`src/rtl/controlador_double_dabble.sv`:
```
`default_nettype none
// ============================================================================
//  Module   : controlador_double_dabble
//  Purpose  : Sequential binary-to-BCD converter (shift-and-add-3). One
//             corretor4x4BCD per BCD digit; start/busy/done handshake.
//  Option   : CICLO_UNICO_EN - merge correction and shift into one cycle
//             per input bit (latency N_BITS+1 edges instead of 2*N_BITS+1).
//  Revision : 1.0 - initial release
// ============================================================================

// Single-digit corrector: add 3 when the digit is 5 or more, so the next
// left shift carries correctly into the following decade.
module corretor4x4BCD (
    input  logic [3:0] i_digito,
    output logic [3:0] o_digito
);
    // Carry-out is never needed: a valid digit (<=9) plus 3 still fits 4 bits
    assign o_digito = (i_digito >= 4'd5) ? (i_digito + 4'd3) : i_digito;
endmodule

module controlador_double_dabble #(
    parameter int N_BITS    = 8,
    parameter int N_DIGITOS = 3
) (
    input  logic                   clk,
    input  logic                   reset,
    input  logic                   start,
    input  logic [N_BITS-1:0]      bin_in,
    output logic                   busy,
    output logic                   done,
    output logic [4*N_DIGITOS-1:0] bcd_out
);

    localparam int c_BCD_W = 4 * N_DIGITOS;
    localparam int c_SR_W  = c_BCD_W + N_BITS;
    localparam int c_CNT_W = $clog2(N_BITS + 1);

    localparam logic [1:0] c_IDLE    = 2'd0;
`ifndef CICLO_UNICO_EN
    localparam logic [1:0] c_CORRIGE = 2'd1;
`endif
    localparam logic [1:0] c_DESLOCA = 2'd2;
    localparam logic [1:0] c_FIM     = 2'd3;

    logic [1:0]         r_estado;
    logic [1:0]         w_prox;
    logic [c_SR_W-1:0]  r_sr;
    logic [c_CNT_W-1:0] r_cnt;
    logic [c_BCD_W-1:0] r_bcd;
    logic [c_BCD_W-1:0] w_corr;
    logic               r_done;

    // One corrector per digit field of the shift register
    generate
        for (genvar g = 0; g < N_DIGITOS; g++) begin : g_corretor
            corretor4x4BCD u_corretor (
                .i_digito (r_sr[N_BITS + 4*g +: 4]),
                .o_digito (w_corr[4*g +: 4])
            );
        end
    endgenerate

    // State register; reset abandons any conversion in flight
    always_ff @(posedge clk) begin
        if (reset) begin
            r_estado <= c_IDLE;
        end else begin
            r_estado <= w_prox;
        end
    end

    // Next-state logic: one correct/shift pass per input bit
    always_comb begin
        w_prox = r_estado;
        case (r_estado)
            c_IDLE: begin
                if (start) begin
`ifdef CICLO_UNICO_EN
                    w_prox = c_DESLOCA;
`else
                    w_prox = c_CORRIGE;
`endif
                end
            end
`ifndef CICLO_UNICO_EN
            c_CORRIGE: w_prox = c_DESLOCA;
`endif
            c_DESLOCA: begin
                if (r_cnt == c_CNT_W'(1)) begin
                    w_prox = c_FIM;
                end else begin
`ifdef CICLO_UNICO_EN
                    w_prox = c_DESLOCA;
`else
                    w_prox = c_CORRIGE;
`endif
                end
            end
            c_FIM:   w_prox = c_IDLE;
            default: w_prox = c_IDLE;
        endcase
    end

    // Outputs: busy covers every non-idle state, so it drops at the FIM edge
    always_comb begin
        busy    = (r_estado != c_IDLE);
        done    = r_done;
        bcd_out = r_bcd;
    end

    // Datapath: operand capture, digit correction, shift, result latch
    always_ff @(posedge clk) begin
        if (reset) begin
            r_sr   <= '0;
            r_cnt  <= '0;
            r_bcd  <= '0;
            r_done <= 1'b0;
        end else begin
            r_done <= 1'b0;
            case (r_estado)
                c_IDLE: begin
                    if (start) begin
                        r_sr  <= {{c_BCD_W{1'b0}}, bin_in};
                        r_cnt <= c_CNT_W'(N_BITS);
                    end
                end
`ifndef CICLO_UNICO_EN
                c_CORRIGE: begin
                    r_sr <= {w_corr, r_sr[N_BITS-1:0]};
                end
`endif
                c_DESLOCA: begin
`ifdef CICLO_UNICO_EN
                    // Corrected digits feed the shifter directly
                    r_sr <= {w_corr[c_BCD_W-2:0], r_sr[N_BITS-1:0], 1'b0};
`else
                    r_sr <= {r_sr[c_SR_W-2:0], 1'b0};
`endif
                    r_cnt <= r_cnt - c_CNT_W'(1);
                end
                c_FIM: begin
                    r_bcd  <= r_sr[c_SR_W-1 -: c_BCD_W];
                    r_done <= 1'b1;
                end
                default: begin
                    r_done <= 1'b0;
                end
            endcase
        end
    end

endmodule
`default_nettype wire

```
`config.mk`:
```
export PLATFORM = sky130hd
export DESIGN_NAME = controlador_double_dabble
export DESIGN_NICKNAME = d
export VERILOG_FILES = /design/src/rtl/controlador_double_dabble.sv
export SDC_FILE = /design/constraint.sdc
export NUM_CORES = 1
export LEC_CHECK = 0
export ABC_CLOCK_PERIOD_IN_PS = 2800
export BUFFER_PORTS_ARGS = -buffer_cell sky130_fd_sc_hd__buf_2
export CORE_MARGIN = 2
export CORE_UTILIZATION = 40
export DETAILED_ROUTE_END_ITERATION = 10
export SYNTH_ARGS = -nofsm -noshare
export SYNTH_HDL_FRONTEND = slang
export SYNTH_HIERARCHICAL = 1
export SYNTH_SLANG_ARGS = --single-unit
```
`constraint.sdc`:
```
create_clock -name clk -period 2.8 [get_ports clk]
set_input_delay 0.14 -clock clk [delete_from_list [all_inputs] [get_ports clk]]
set_output_delay 0.14 -clock clk [all_outputs]
set_load 0.05 [all_outputs]
```
* Yosys cells after proc, flatten, opt, wreduce, memory -nomap -nowiden *
Cells that the tools add are included.

cells by class
  add/sub/neg operators = 4
  $mul = 0
  div/mod/pow operators = 0
  $lt $le $gt $ge = 3
  equal/unequal tests = 8
  shift-type cells = 0
  multiplexer cells = 11
  bitwise logic cells = 1
  reduce and logical (&&, ||, !) cells = 9

operators with widths
  kind                                                                                 number
  20-bit one-hot mux with 3 select lines                                               1
  20-bit 2-to-1 mux                                                                    1
  4-bit 2-to-1 mux                                                                     4
  4-bit by 2-bit adder with 4-bit output, second input constant                        3
  4-bit by 3-bit greater-or-equal comparator with 1-bit output, second input constant  3
  3-bit AND reduction                                                                  4
  2-bit one-hot mux with 4 select lines                                                1
  4-bit one-hot mux with 2 select lines                                                1
  2-bit by 1-bit != test with 1-bit output, second input constant                      3
  2-bit == test, second input constant                                                 2
  4-bit by 1-bit == test with 1-bit output, second input constant                      1
  2-bit 2-to-1 mux                                                                     2
  2-bit nonzero test                                                                   2
  4-bit by 1-bit subtractor with 4-bit output, second input constant                   1
  3-bit nonzero test                                                                   1
  2-bit by 1-bit == test with 1-bit output, second input constant                      1
  2-bit logical NOT                                                                    1
  2-bit != test, second input constant                                                 1
  2-bit AND reduction                                                                  1
  1-bit 2-to-1 mux                                                                     1
  1-bit inverter                                                                       1

word-level totals
  bits in registers = 39
  bits in latches = 0
  bits in writable memories = 0
  bits in read-only memories = 0
  input bits = 11
  output and inout port bits = 14
  logic and storage cells = 44
  memories = 0

* Longest topological paths before layout *
Gate-level depths: netlist (run 1).

  depth after elaboration = 3
  mapped depth = 8
  gate-level depth less buffers = 8

* Cells and area by module *
Netlist (run 1), hierarchy kept.

modules (own cells, without submodules)
  module                     times used  cells each  area an instance (sq um)  sequential area each (sq um)
  controlador_double_dabble  1           201         1,849.3                   780.7
  corretor4x4BCD             3           16          101.3                     0.0

* Worst setup path before layout (run 1) *
OpenSTA, ideal clock, no wires.

  kind = register to register
  start = register r_estado[0]
  end = register r_sr[5]
  library setup time = 0.133 ns
  arrival time = 1.424 ns
  data required time = 2.667 ns
  setup slack = 1.243 ns
  cell stages (with the launch flop) = 7
  buffers on the path = 1
  period minus slack after synthesis = 1.557 ns
  path through = dfxtp_1 > inv_1 > ha_1 > buf_2 > and3_1 > a2111oi_0 > nor3_1

on the way
  longest elaborated chain between the ends = 3
  elaborated cells between the ends (all ways) = 8
  those cells by class = eq/ne: 3; mux: 1; bitwise: 1; reduce/logical: 3

ends and longest elaborated chain
  item                                                         line  source
  from (decl)                                                  45    logic [1:0] r_estado;
  from (signal assigned)                                       66    r_estado <= c_IDLE;
  from (signal assigned)                                       68    r_estado <= w_prox;
  2-bit == test (tied with other cells)                        120   case (r_estado)
  2-bit nonzero test (no source line) (tied with other cells)  -
  3-bit AND reduction (no source line)                         -
  to (signal assigned)                                         123   r_sr <= {{c_BCD_W{1'b0}}, bin_in};
  to (signal assigned)                                         129   r_sr <= {w_corr, r_sr[N_BITS-1:0]};
  to (signal assigned)                                         137   r_sr <= {r_sr[c_SR_W-2:0], 1'b0};
  to (decl)                                                    47    logic [c_SR_W-1:0] r_sr;

Parallel ways exist; a longest one is shown, timed or not.
A chain may end at the register's enable or synchronous reset.

* Worst setup path in the final report (run 1) *
  start = register r_estado[0]
  end = register r_sr[1]

The elaborated chain is that of the path after synthesis.

==> results of run 1 <==
-- cell usage in the layout (no fill, tap or decap) --
cell type / n
a21oi_2: 3
dfxtp_1: 39
inv_1: 12
a311oi_2: 1
nor2b_1: 1
nand2_1: 13
a2111oi_2: 5
nand4_1: 13
xnor2_1: 3
nor3_1: 7
o21ai_0: 3
nand4b_1: 1
nor4bb_1: 1
a22o_1: 12
and2b_1: 1
a211oi_1: 1
nor2_1: 18
mux2i_1: 16
a32oi_1: 1
o31ai_1: 1
inv_2: 3
mux2_2: 1
a2111oi_0: 2
clkbuf_8: 5
buf_2: 24
buf_4: 3
ha_1: 13
nand2b_1: 7
nor4_2: 1
and3_1: 7
o21ai_1: 18
clkinv_2: 3
nand3_1: 2
a21oi_1: 24
-- critical path, stage by stage, from the launching register on --
cell,delay (ns)
dfxtp_1,0.39
inv_1,0.11
ha_1,0.71
inv_2,0.23
a2111oi_0,0.43
nor3_1,0.09
-- kinds of logic (layout without fill, tap and decap cells) --
kind of cell	count (synthesis)	after routing
DFF	39	39
and+or+nand+nor	72	72
adders and majority gates	13	13
muxes	17	17
buffers and inverters	34	50
xor gates and xnor gates	3	3
AOI/OAI and AO/OA	71	71
-- layer usage --
metal,GRT usage,share of wire,wire length (um)
met3,0.0372,0.032,145
met2,0.270,0.47,2130
met4,0.0714,0.0073,33
met1,0.207,0.49,2230
met5,0,0,0
-- where the power goes --
part | internal [mW] | leakage [nW] | switching (mW) | total [mW]
sequential | 0.587 | 0.316 | 0.0215 | 0.609
combinational | 0.0940 | 0.565 | 0.210 | 0.304
clock | 0.170 | 0.0477 | 0.200 | 0.370
total | 0.852 | 0.929 | 0.432 | 1.28
-- registers in the layout, summed over array words and instances, names as in the netlist --
| name | count |
|---|---|
| bcd_out | 12 |
| r_sr | 20 |
| r_estado | 2 |
| done | 1 |
| r_cnt | 4 |
-- worst paths after layout --
kind | from | endpoint | slack [ns] | cells past startpoint
setup / recovery | r_estado[0] | r_sr[1] | 0.70 | 5
hold / removal | bin_in[4] | r_sr[4] | 0.14 | 3
setup reg to reg | r_estado[0] | r_sr[1] | 0.70 | 5
hold reg to reg | bcd_out[5] | bcd_out[5] | 0.49 | 2
-- through the flow --
stage	total power, mW	setup WS [ns]	instance area [um2]	utilization
floorplan	0.864	1.24	2150	-
global placement	0.925	0.801	2290	0.446
detailed placement	0.925	0.744	2290	0.446
CTS	1.30	0.695	2370	0.462
global route	1.36	0.488	2370	0.462
finish	1.28	0.697	2370	0.462
-- area by class of cell --
class / instances / area (um2) / area share
multi-input cells: 176 / 1220 / 0.515
inverters: 15 / 56.3 / 0.0237
flip-flops and latches: 39 / 781 / 0.329
repair buffers: 27 / 143 / 0.0601
well taps: 70 / 87.6 / 0.0369
clock inverters: 3 / 15.0 / 0.00632
clock buffers: 5 / 68.8 / 0.0290
==> results.txt, run 1 <==
- Across every metal layer, demand over resource in global routing totals 0.164.
* Final GP Congestion: 0.754
* Post-Route Hold Slack: 0.138 ns
- After synthesis, the share of cell area in mux cells is 0.0796.
- The most used flip-flop cell after synthesis is dfxtp_1.
- Clk sink count: 39
* Number of nets in the layout: 288
* Worst-path fanout max: 20
- Post-detailed-route DRC marker count: 0
* Starting density of the core: 0.419
- Dividing the detail-routed via count by the number of cells gives between 5 and 6.
- The flow ran to the end, and the final reports show no timing, DRC or antenna violations.
* Peak supply drop: ~0.00022 V
* Layout fillers: 561
- Number of detailed-routing iterations run before antenna repair: 4
- By startpoint and endpoint, the worst setup path is classified as reg2reg.
* Number of global-route vias before repair: 1695
- Data arrival time of the critical path: approximately 2.3 ns
* Area share of the largest cell type after synthesis: 0.363
- Max Freq: 0.476 GHz
- Warning count from the yosys run: 6
- The area growth from synthesis to layout is 10.3%.
* Final HPWL from detailed placement: 2890 um
- Level count of the clock H-tree: 2
* Library cell with the highest instance count after synthesis: dfxtp_1
- Top cells by instance count after synthesis: 39 x dfxtp_1, 24 x a21oi_1, 18 x nor2_1, 18 x o21ai_1, 16 x mux2i_1
- Of the total synthesized cell area, the portion taken by full adders, half adders and majority gates is 0.0755.
- Fin crit period: 2.10 ns
- In this run the deepest clock path goes through 2 buffers.
- Relative slew margins: 0.433
* Root buffer selected by CTS: clkbuf_8
- Counting tap cells, the placed design contains a total of 327 instances.
- Average wire per cell in the routed design: 13.5 um
* Mapped cell area: 0.00215 mm2
* Number of antenna violations at the first check in global routing: 0
- Once detail routing completed, the nets flagged for antenna violations numbered 0.
* Total of cells resized after clock tree synthesis: 0
- In this run the horizontal extent of the chip is 77.4 um.
- For this block, the via count after detailed routing is roughly 1.8k.
* CP required: 2.95 ns
* Cell variety after synth: 35
* Placeable core region: 0.00514 mm2
* CTS tree: yes
- Wire length reported by the detailed router: 4540 um
- In this run, synthesis produced a sequential element count of 39.
- Sort of element at the end of the critical path: register
- Layout Cells excl Fill: 335
- Setup violations remaining at the end of the flow were counted as 0.
- After synthesis, the largest family of logic cells by area is compound AO/OA/AOI/OAI gates.
* Skew-Pair Late Insertion Delay: 0.29 ns
* Post-route setup TNS: 0 ns
* Initial DRC Count: 78
- Worst min-delay path category: in2reg
- Total leakage power: between 0.9 and 1 nW
* Maximum number of pins on one net before global-route repair: 40
- Of the total synthesized cell area, the portion taken by XOR and XNOR cells is 0.0122.
- The die covers 0.00599 mm2.
- Simple logic cell fraction of the synthesized area: 0.174
* Total nets after synthesis: about 270
- Setup repair after global routing left no endpoint under its margin.
- The number of failing hold endpoints at the final stage came to 0.
- Quantity of I/O buffers inserted on ports: 24
- Between clock sinks in the finished design, the worst skew comes to 0.00390 ns.
- The floorplan has 26 rows.
- Number of top-level pins: 25
- Avg Inst Size Synth: just under 9 um2
- Power per unit of standard cell area: ~540 mW/mm2
* Max-cap violation count: 0
- Wire length of the first global-routing pass: 7950 um
- Clock-pin slew on the worst setup and hold paths: 0.08 ns
- At the pin with the least slew margin, the transition time is 0.850 ns.
- Of the synthesized area, sequential elements account for 0.363.
- For this run, asynchronously set or reset flops after synthesis account for 0.
- Dividing the final minimum period by the clock period gives 0.751.
* Startpoint kind of the worst setup timing path: register
- The post-synthesis compound-gate area fraction came to 0.227.
* Post-Synthesis Cells: 249
- The die is approximately 77 um tall.
- Number of max-slew violations in the final report: 0
* Total setup buffers inserted after CTS: 0
- The biggest area contributor in the post-synthesis netlist is dfxtp_1.
- Number of buffers created by CTS: 5
- Congestion Overflow GR: 0
- Hold Buf Count CTS: 0
- Largest cells by area after synthesis: dfxtp_1 36%, ha_1 7.6%, mux2i_1 7.4%, a21oi_1 5.6%, a22o_1 4.9%
- In this run, synthesis inferred 0 flip-flops with an integrated enable.
- Antenna diodes: 0
- Layout cells sized above 1: 0.185
Note: power is estimated with default switching activity, not from simulation.
==> run 2: changes to the inputs <==
ABC_CLOCK_PERIOD_IN_PS = 1900   (was 2800)
clock period = 1.9 ns   (was 2.8 ns; I/O delays follow)
==> run 2 against run 1 <==
Effect of this change:
- clock power grew 120%
- global-route usage grew 0.38 points
- die area is the same
- sequential cell count is the same
- setup slack lost 0.55 ns
- wire length grew 3.3%
- maximum frequency grew 20%
- sequential share of layout area shrank 1.6 points
- count of clock-buffer cells in the layout grew 1
- critical path depth grew 1
- cell count grew 1.8%
- sequential power grew 47%
- largest cell class unchanged
- largest power group unchanged
- highest routed layer unchanged
==> results.txt, run 2 (synthesis results as in run 1) <==
- Most Crowded Layer GR: met2 (unchanged)
- The half-perimeter wire length of the detailed placement result came to 3020 um (was 2890 um).
- The multi-input gate area in the final layout came to 0.00122 mm2 (about the same).
* Initial DRC Count: 91 (was 78)
* Congestion Overflow GR: 0 (unchanged)
- Number of antenna-violating nets in the routed design: 0 (unchanged)
- Layout Cells excl Fill: 341 (was 335)
* Critical path class: reg2reg (unchanged)
- The number of failing hold endpoints at the final stage is 0 (unchanged).
- The ratio of cells with drive above 1 in the final layout is 0.199 (was 0.185).
- The final routed DRC violation total was 0 (unchanged).
* Setup violators final: 0 (unchanged)
- CTS tree: yes (unchanged)
* Layout-stage area growth over the synthesis result: 15.9% (was 10.3%)
- The first-pass iteration count of the detailed router came to 4 (unchanged).
- The reg-to-reg endpoint is r_sr[5] (was r_sr[1]).
* Largest clock skew in the final design: 0.00881 ns (was 0.00390 ns)
- The detailed-route wire length per cell is 13.7 um (was 13.5 um).
- Max-cap violation count: 0 (unchanged)
- Maximum number of pins on one net before global-route repair: 40 (unchanged)
* Total area of sequential cells: 781 um2 (unchanged)
- Clock Path Buffers: 2 (unchanged)
- Number of max-slew violations in the final report: 0 (unchanged)
* Skew-Pair Late Insertion Delay: 0.29 ns (about the same)
- Worst-path fanout max: 6 (was 20)
* Sort of element at the end of the critical path: register (unchanged)
- Met3 Resource Use GR: 0.0349 (was 0.0372)
* Clk sink count: 39 (unchanged)
- Wire length of the first global-routing pass: 8210 um (was 7950 um)
- The worst hold path endpoint was r_sr[5] (was r_sr[4]).
* Width of the die: 77.4 um (unchanged)
- Worst min-delay path startpoint: bin_in[5] (was bin_in[4])
- Overall fraction of global-route tracks in use: 0.168 (was 0.164)
- The most common cell after layout, fill and taps aside was dfxtp_1 (unchanged).
- Max Freq: 0.572 GHz (was 0.476 GHz)
* Total leakage power: 0.983 nW (was 0.929 nW)
- RSZ-0062 raised after global routing: no (unchanged)
* Post-layout total power: 2.24 mW (was 1.28 mW)
- Placed Cells: 333 (was 327)
- The layout net count was 294 (was 288).
- The number of antenna violations at the first check in global routing was 0 (unchanged).
- Post-route setup TNS: 0 ns (unchanged)
- The placer congestion estimate was 0.762 (was 0.754).
- The via-per-instance ratio is 5.38 (was 5.44).
- The total number of vias is 1836 (was 1821).
* Routing usage on met2: 0.286 (was 0.270)
- The reg-to-reg startpoint is r_estado[0] (unchanged).
- Startpoint kind of the worst setup timing path: register (unchanged)
- Wire length reported by the detailed router: 4690 um (was 4540 um)
- Register with the most flip-flops: r_sr (unchanged)
* Vertical die dimension: 77.4 um (unchanged)
* Row Count: 26 (unchanged)
- The deepest level of the CTS H-tree came to 2 (unchanged).
- Cells on Worst Hold Path: 3 (unchanged)
- Result of the run: completed (unchanged)
- Root buffer selected by CTS: clkbuf_8 (unchanged)
* Fin crit share: 0.920 (was 0.751)
* CP required: 2.06 ns (was 2.95 ns)
- Worst min-delay path category: in2reg (unchanged)
- Worst reg2reg setup slack: 0.15 ns (was 0.70 ns)
* Global routing usage on met1: 0.211 (was 0.207)
- The number of buffers created by CTS came to 5 (unchanged).
* Layout fillers: 513 (was 561)
- Number of global-route vias before repair: 1772 (was 1695)
- Least-Margin Pin Slew: 0.743 ns (was 0.850 ns)
- The tightest slew margin relative to the limit came to 0.505 (was 0.433).
- The number of flip-flops in the largest register came to 20 (unchanged).
* Antenna diodes: 0 (unchanged)
- The clock transition at the register clock pins on the worst setup and hold paths after CTS was 0.08 ns (about the same).
- Peak supply drop: 0.000368 V (was 0.000223 V)
- The starting utilization of the core area is 0.419 (unchanged).
- Leading cell types in the layout, fill and taps excluded: 39 x dfxtp_1, 24 x a21oi_1, 24 x buf_2, 18 x nor2_1, 18 x o21ai_1 (unchanged)
- Area enclosed by the die boundary: 0.00599 mm2 (unchanged)
* Placeable core region: 0.00514 mm2 (unchanged)
* Quantity of I/O buffers inserted on ports: 24 (unchanged)
- Fin crit period: 1.75 ns (was 2.10 ns)
- Data arrival time of the critical path: 1.91 ns (was 2.25 ns)
- Power per unit of standard cell area: 897 mW/mm2 (was 540 mW/mm2)
- The top-level I/O count is 25 (unchanged).
- Worst reg-to-reg path cell count: 6 (was 5)
[run 2: per-layer routing]
layer  vias up  share of wire
met1       862           0.48
li1        939              -
met4         0          0.016
met3         6          0.034
met2        29           0.47
met5         -              0
[run 2: worst max path at each step]
stage	to	startpoint	cells past startpoint	slack [ns]
finish	r_sr[5]	r_estado[0]	6	0.15
global route	r_sr[5]	r_estado[0]	6	0.03
CTS	r_sr[5]	r_estado[0]	6	0.14
detailed placement	r_sr[5]	r_estado[0]	6	0.18
global placement	r_sr[5]	r_estado[0]	6	0.22
floorplan	r_sr[5]	r_estado[0]	6	0.34
[run 2: layout make-up]
class,count,share of cell area
inverter,15,0.0226
clock inverter,2,0.0241
tap,70,0.0351
multi-input combinational,176,0.491
clock buffer,6,0.0291
timing repair buffer,33,0.0853
sequential,39,0.313
[run 2: where the power goes]
part	internal (mW)	switching, mW
Clock	0.525	0.307
Sequential	0.865	0.0328
Combinational	0.182	0.326
Total	1.57	0.665
[run 2: critical path, stage by stage, from the launching register on]
cell and delay, ns:
dfxtp_1 0.39, inv_1 0.11, ha_1 0.29, mux2i_1 0.19
buf_4 0.19, a2111oi_1 0.36, nor3_1 0.08
[run 2: repair_timing]
item,CTS,global route
hold buffers,0,0
setup buffers,0,0
setup endpoints to repair,0,1
gates resized for setup,0,1
[run 2: per-stage QoR]
step	instance area [um2]	setup WS (ns)	utilization	hold WS [ns]
6_report	2490	0.152	0.485	0.102
5_1_grt	2490	0.0296	0.485	0.115
4_1_cts	2490	0.144	0.485	0.0961
3_5_place_dp	2360	0.177	0.459	0.410
3_3_place_gp	2360	0.223	0.459	0.397
2_1_floorplan	2150	0.343	-	0.270
==> run 3: changes to the inputs <==
CELL_PAD_IN_SITES_DETAIL_PLACEMENT = 1   (was default)
CELL_PAD_IN_SITES_GLOBAL_PLACEMENT = 2   (was default)
CORE_UTILIZATION = 32   (was 40)
PLACE_DENSITY_LB_ADDON = 0.1   (was default)
==> run 3 against run 2 <==
Effect of this change:
- total power is 7.6% lower
- sequential share of layout area is 0.39 points lower
- global-route usage is 0.83 points lower
- die area is 24% higher
- via count is 2.8% higher
- first-iteration DRC count is 58% lower
- critical path type unchanged
- largest power group unchanged
==> results.txt, run 3 (synthesis results as in run 1) <==
- The type of the worst setup path is reg2reg (unchanged).
- The via-per-instance ratio is 5.29 (was 5.38).
- Register with the most flip-flops: r_sr (unchanged)
- Relative slew margins: 0.636 (was 0.505)
- Commonest non-fill, non-tap cell in the layout: dfxtp_1 (unchanged)
- The post-route setup TNS came to 0 ns (unchanged).
- Worst min-delay path category: in2reg (unchanged)
* Largest clock skew in the final design: 0.00285 ns (was 0.00881 ns)
- Root buffer selected by CTS: clkbuf_8 (unchanged)
* Data arrival time of the critical path: 1.86 ns (was 1.91 ns)
- Fin crit share: 0.890 (was 0.920)
* Layout Cells excl Fill: 357 (was 341)
- The number of buffers added for setup after CTS was 0 (unchanged).
- The overall die width was 86.0 um (was 77.4 um).
- Average wire per cell in the routed design: 15.3 um (was 13.7 um)
- Pre-CTS setup slack: 0.171 ns (was 0.177 ns)
* Number of max-slew violations in the final report: 0 (unchanged)
* Final worst setup slack: 0.208 ns (was 0.152 ns)
- The diode insertion count for antenna repair was 0 (unchanged).
- Final Util: 0.393 (was 0.485)
* Level count of the clock H-tree: 2 (unchanged)
* Layout cells sized above 1: 0.225 (was 0.199)
- The final wirelength was 5470 um (was 4690 um).
- The half-perimeter wire length of the detailed placement result was 3640 um (was 3020 um).
* Total leakage power: 1.01 nW (was 0.983 nW)
- Max Freq: 0.591 GHz (was 0.572 GHz)
- The first element of the critical path was r_estado[1] (was r_estado[0]).
* Placeable core region: 0.00642 mm2 (was 0.00514 mm2)
- Fin crit period: 1.69 ns (was 1.75 ns)
- The clock sink count came to 39 (unchanged).
* Number of detailed-routing iterations run before antenna repair: 4 (unchanged)
- The number of failing hold endpoints at the final stage is 0 (unchanged).
* Number of nets in the layout: 303 (was 294)
- The TritonCTS clock tree is yes (unchanged).
* Largest stage delay on the critical path: 0.43 ns (was 0.39 ns)
- The reg-to-reg startpoint was r_estado[1] (was r_estado[0]).
- The placer congestion estimate is 0.688 (was 0.762).
- The global-route usage over all layers was 0.160 (was 0.168).
- The overall die area came to 0.00740 mm2 (was 0.00599 mm2).
- The startpoint type of the worst setup path is a register (unchanged).
- Clock-pin slew on the worst setup and hold paths: 0.08 ns (about the same)
- Congestion Overflow GR: 0 (unchanged)
- The largest driver fanout on the critical path is 8 (was 6).
- RSZ-0062 raised after global routing: no (unchanged).
* Layout-stage area growth over the synthesis result: 17.3% (was 15.9%)
- The residual antenna-violating net count after detailed routing was 0 (unchanged).
- Worst min-delay path startpoint: bin_in[0] (was bin_in[5])
- The buffering stage count on the worst path with inverters included was 2 (unchanged).
* CP required: 2.07 ns (was 2.06 ns)
- The kind of cell with the highest combined delay on the critical path is adder cells (was flip-flops).
* Setup violators final: 0 (unchanged)
- Least-Margin Pin Slew: 0.546 ns (was 0.743 ns)
- Power per unit of standard cell area: 818 mW/mm2 (was 897 mW/mm2)
* Slowest library cell on the worst path: ha_1 (was dfxtp_1)
- The endpoint class of the critical path is a register (unchanged).
- Number of vias after detailed routing: 1887 (was 1836)
- The placed cell count is 349 (was 333).
- The row count was 29 (was 26).
- Max-cap violation count: 0 (unchanged)
- Layout fillers: 770 (was 513)
* Post-detailed-route DRC marker count: 0 (unchanged)
- The floorplan die height came to 86.0 um (was 77.4 um).
- Quantity of I/O buffers inserted on ports: 24 (unchanged)
- Leading cell types in the layout, fill and taps excluded: 39 x dfxtp_1, 24 x a21oi_1, 24 x buf_2, 18 x nor2_1, 18 x o21ai_1 (unchanged)
- The number of antenna violations at the first check in global routing came to 0 (unchanged).
- The pin count of the biggest net entering global routing is 40 (unchanged).
* Number of buffers created by CTS: 5 (unchanged)
* Number of global-route vias before repair: 1890 (was 1772)
- Wire length of the first global-routing pass: 9380 um (was 8210 um)
* Clock Path Buffers: 2 (unchanged)
- Skew-Pair Late Insertion Delay: 0.29 ns (about the same)
- Ordered cell list for the critical path: inv_1 -> ha_1 -> inv_2 -> a2111oi_0 -> nor3_1 (was inv_1 -> ha_1 -> mux2i_1 -> buf_4 -> a2111oi_1 -> nor3_1)
- Result of the run: completed (unchanged).
* Initial DRC Count: 38 (was 91)
- The top-level I/O count came to 25 (unchanged).
* Largest register FFs: 20 (unchanged)
- The worst voltage drop across the vdd grid came to 0.000272 V (was 0.000368 V).
- Starting density of the core: 0.335 (was 0.419)
==> run 3: metrics by stage <==
stage / total power [mW] / cell area (um2) / hold slack (ns)
CTS: 2.10 / 2520 / 0.0819
global route: 2.19 / 2530 / 0.0813
floorplan: 1.27 / 2150 / 0.270
finish: 2.07 / 2530 / 0.0883
detailed placement: 1.45 / 2420 / 0.402
global placement: 1.45 / 2420 / 0.393
==> run 3: final timing paths <==
| kind | depth (start not counted) | endpoint | slack [ns] |
|---|---|---|---|
| setup reg to reg | 5 | r_sr[1] | 0.21 |
| setup / recovery | 5 | r_sr[1] | 0.21 |
| hold reg to reg | 2 | r_sr[0] | 0.49 |
| hold / removal | 3 | r_sr[0] | 0.09 |
==> run 3: layout make-up <==
type / instances / area (um2) / area share
clock buffer: 8 / 100 / 0.0396
inverter: 15 / 56.3 / 0.0223
multi-input combinational: 176 / 1220 / 0.485
sequential: 39 / 781 / 0.309
tap: 77 / 96.3 / 0.0381
timing repair buffer: 42 / 268 / 0.106
==> run 3: repair_timing <==
| action | CTS | global route |
|---|---|---|
| setup endpoints to repair | 0 | 1 |
| hold buffers | 0 | 0 |
| resized for setup | 0 | 1 |
==> run 3: power by group <==
part | internal (mW) | switching, mW | leakage (nW)
Sequential | 0.865 | 0.0352 | 0.316
Clock | 0.332 | 0.304 | 0.0515
Combinational | 0.198 | 0.334 | 0.644
Total | 1.39 | 0.673 | 1.01
==> run 3: tightest hold or removal path: stages <==
cell and delay [ns]:
buf_2 0.10, nand4_1 0.08, a21oi_1 0.07
==> run 3: layer usage <==
layer,wire length (um),part of all wire,global-route usage
met5,0,0,0
met4,55,0.010,0.0476
met3,155,0.028,0.0356
met2,2500,0.46,0.258
met1,2770,0.51,0.213
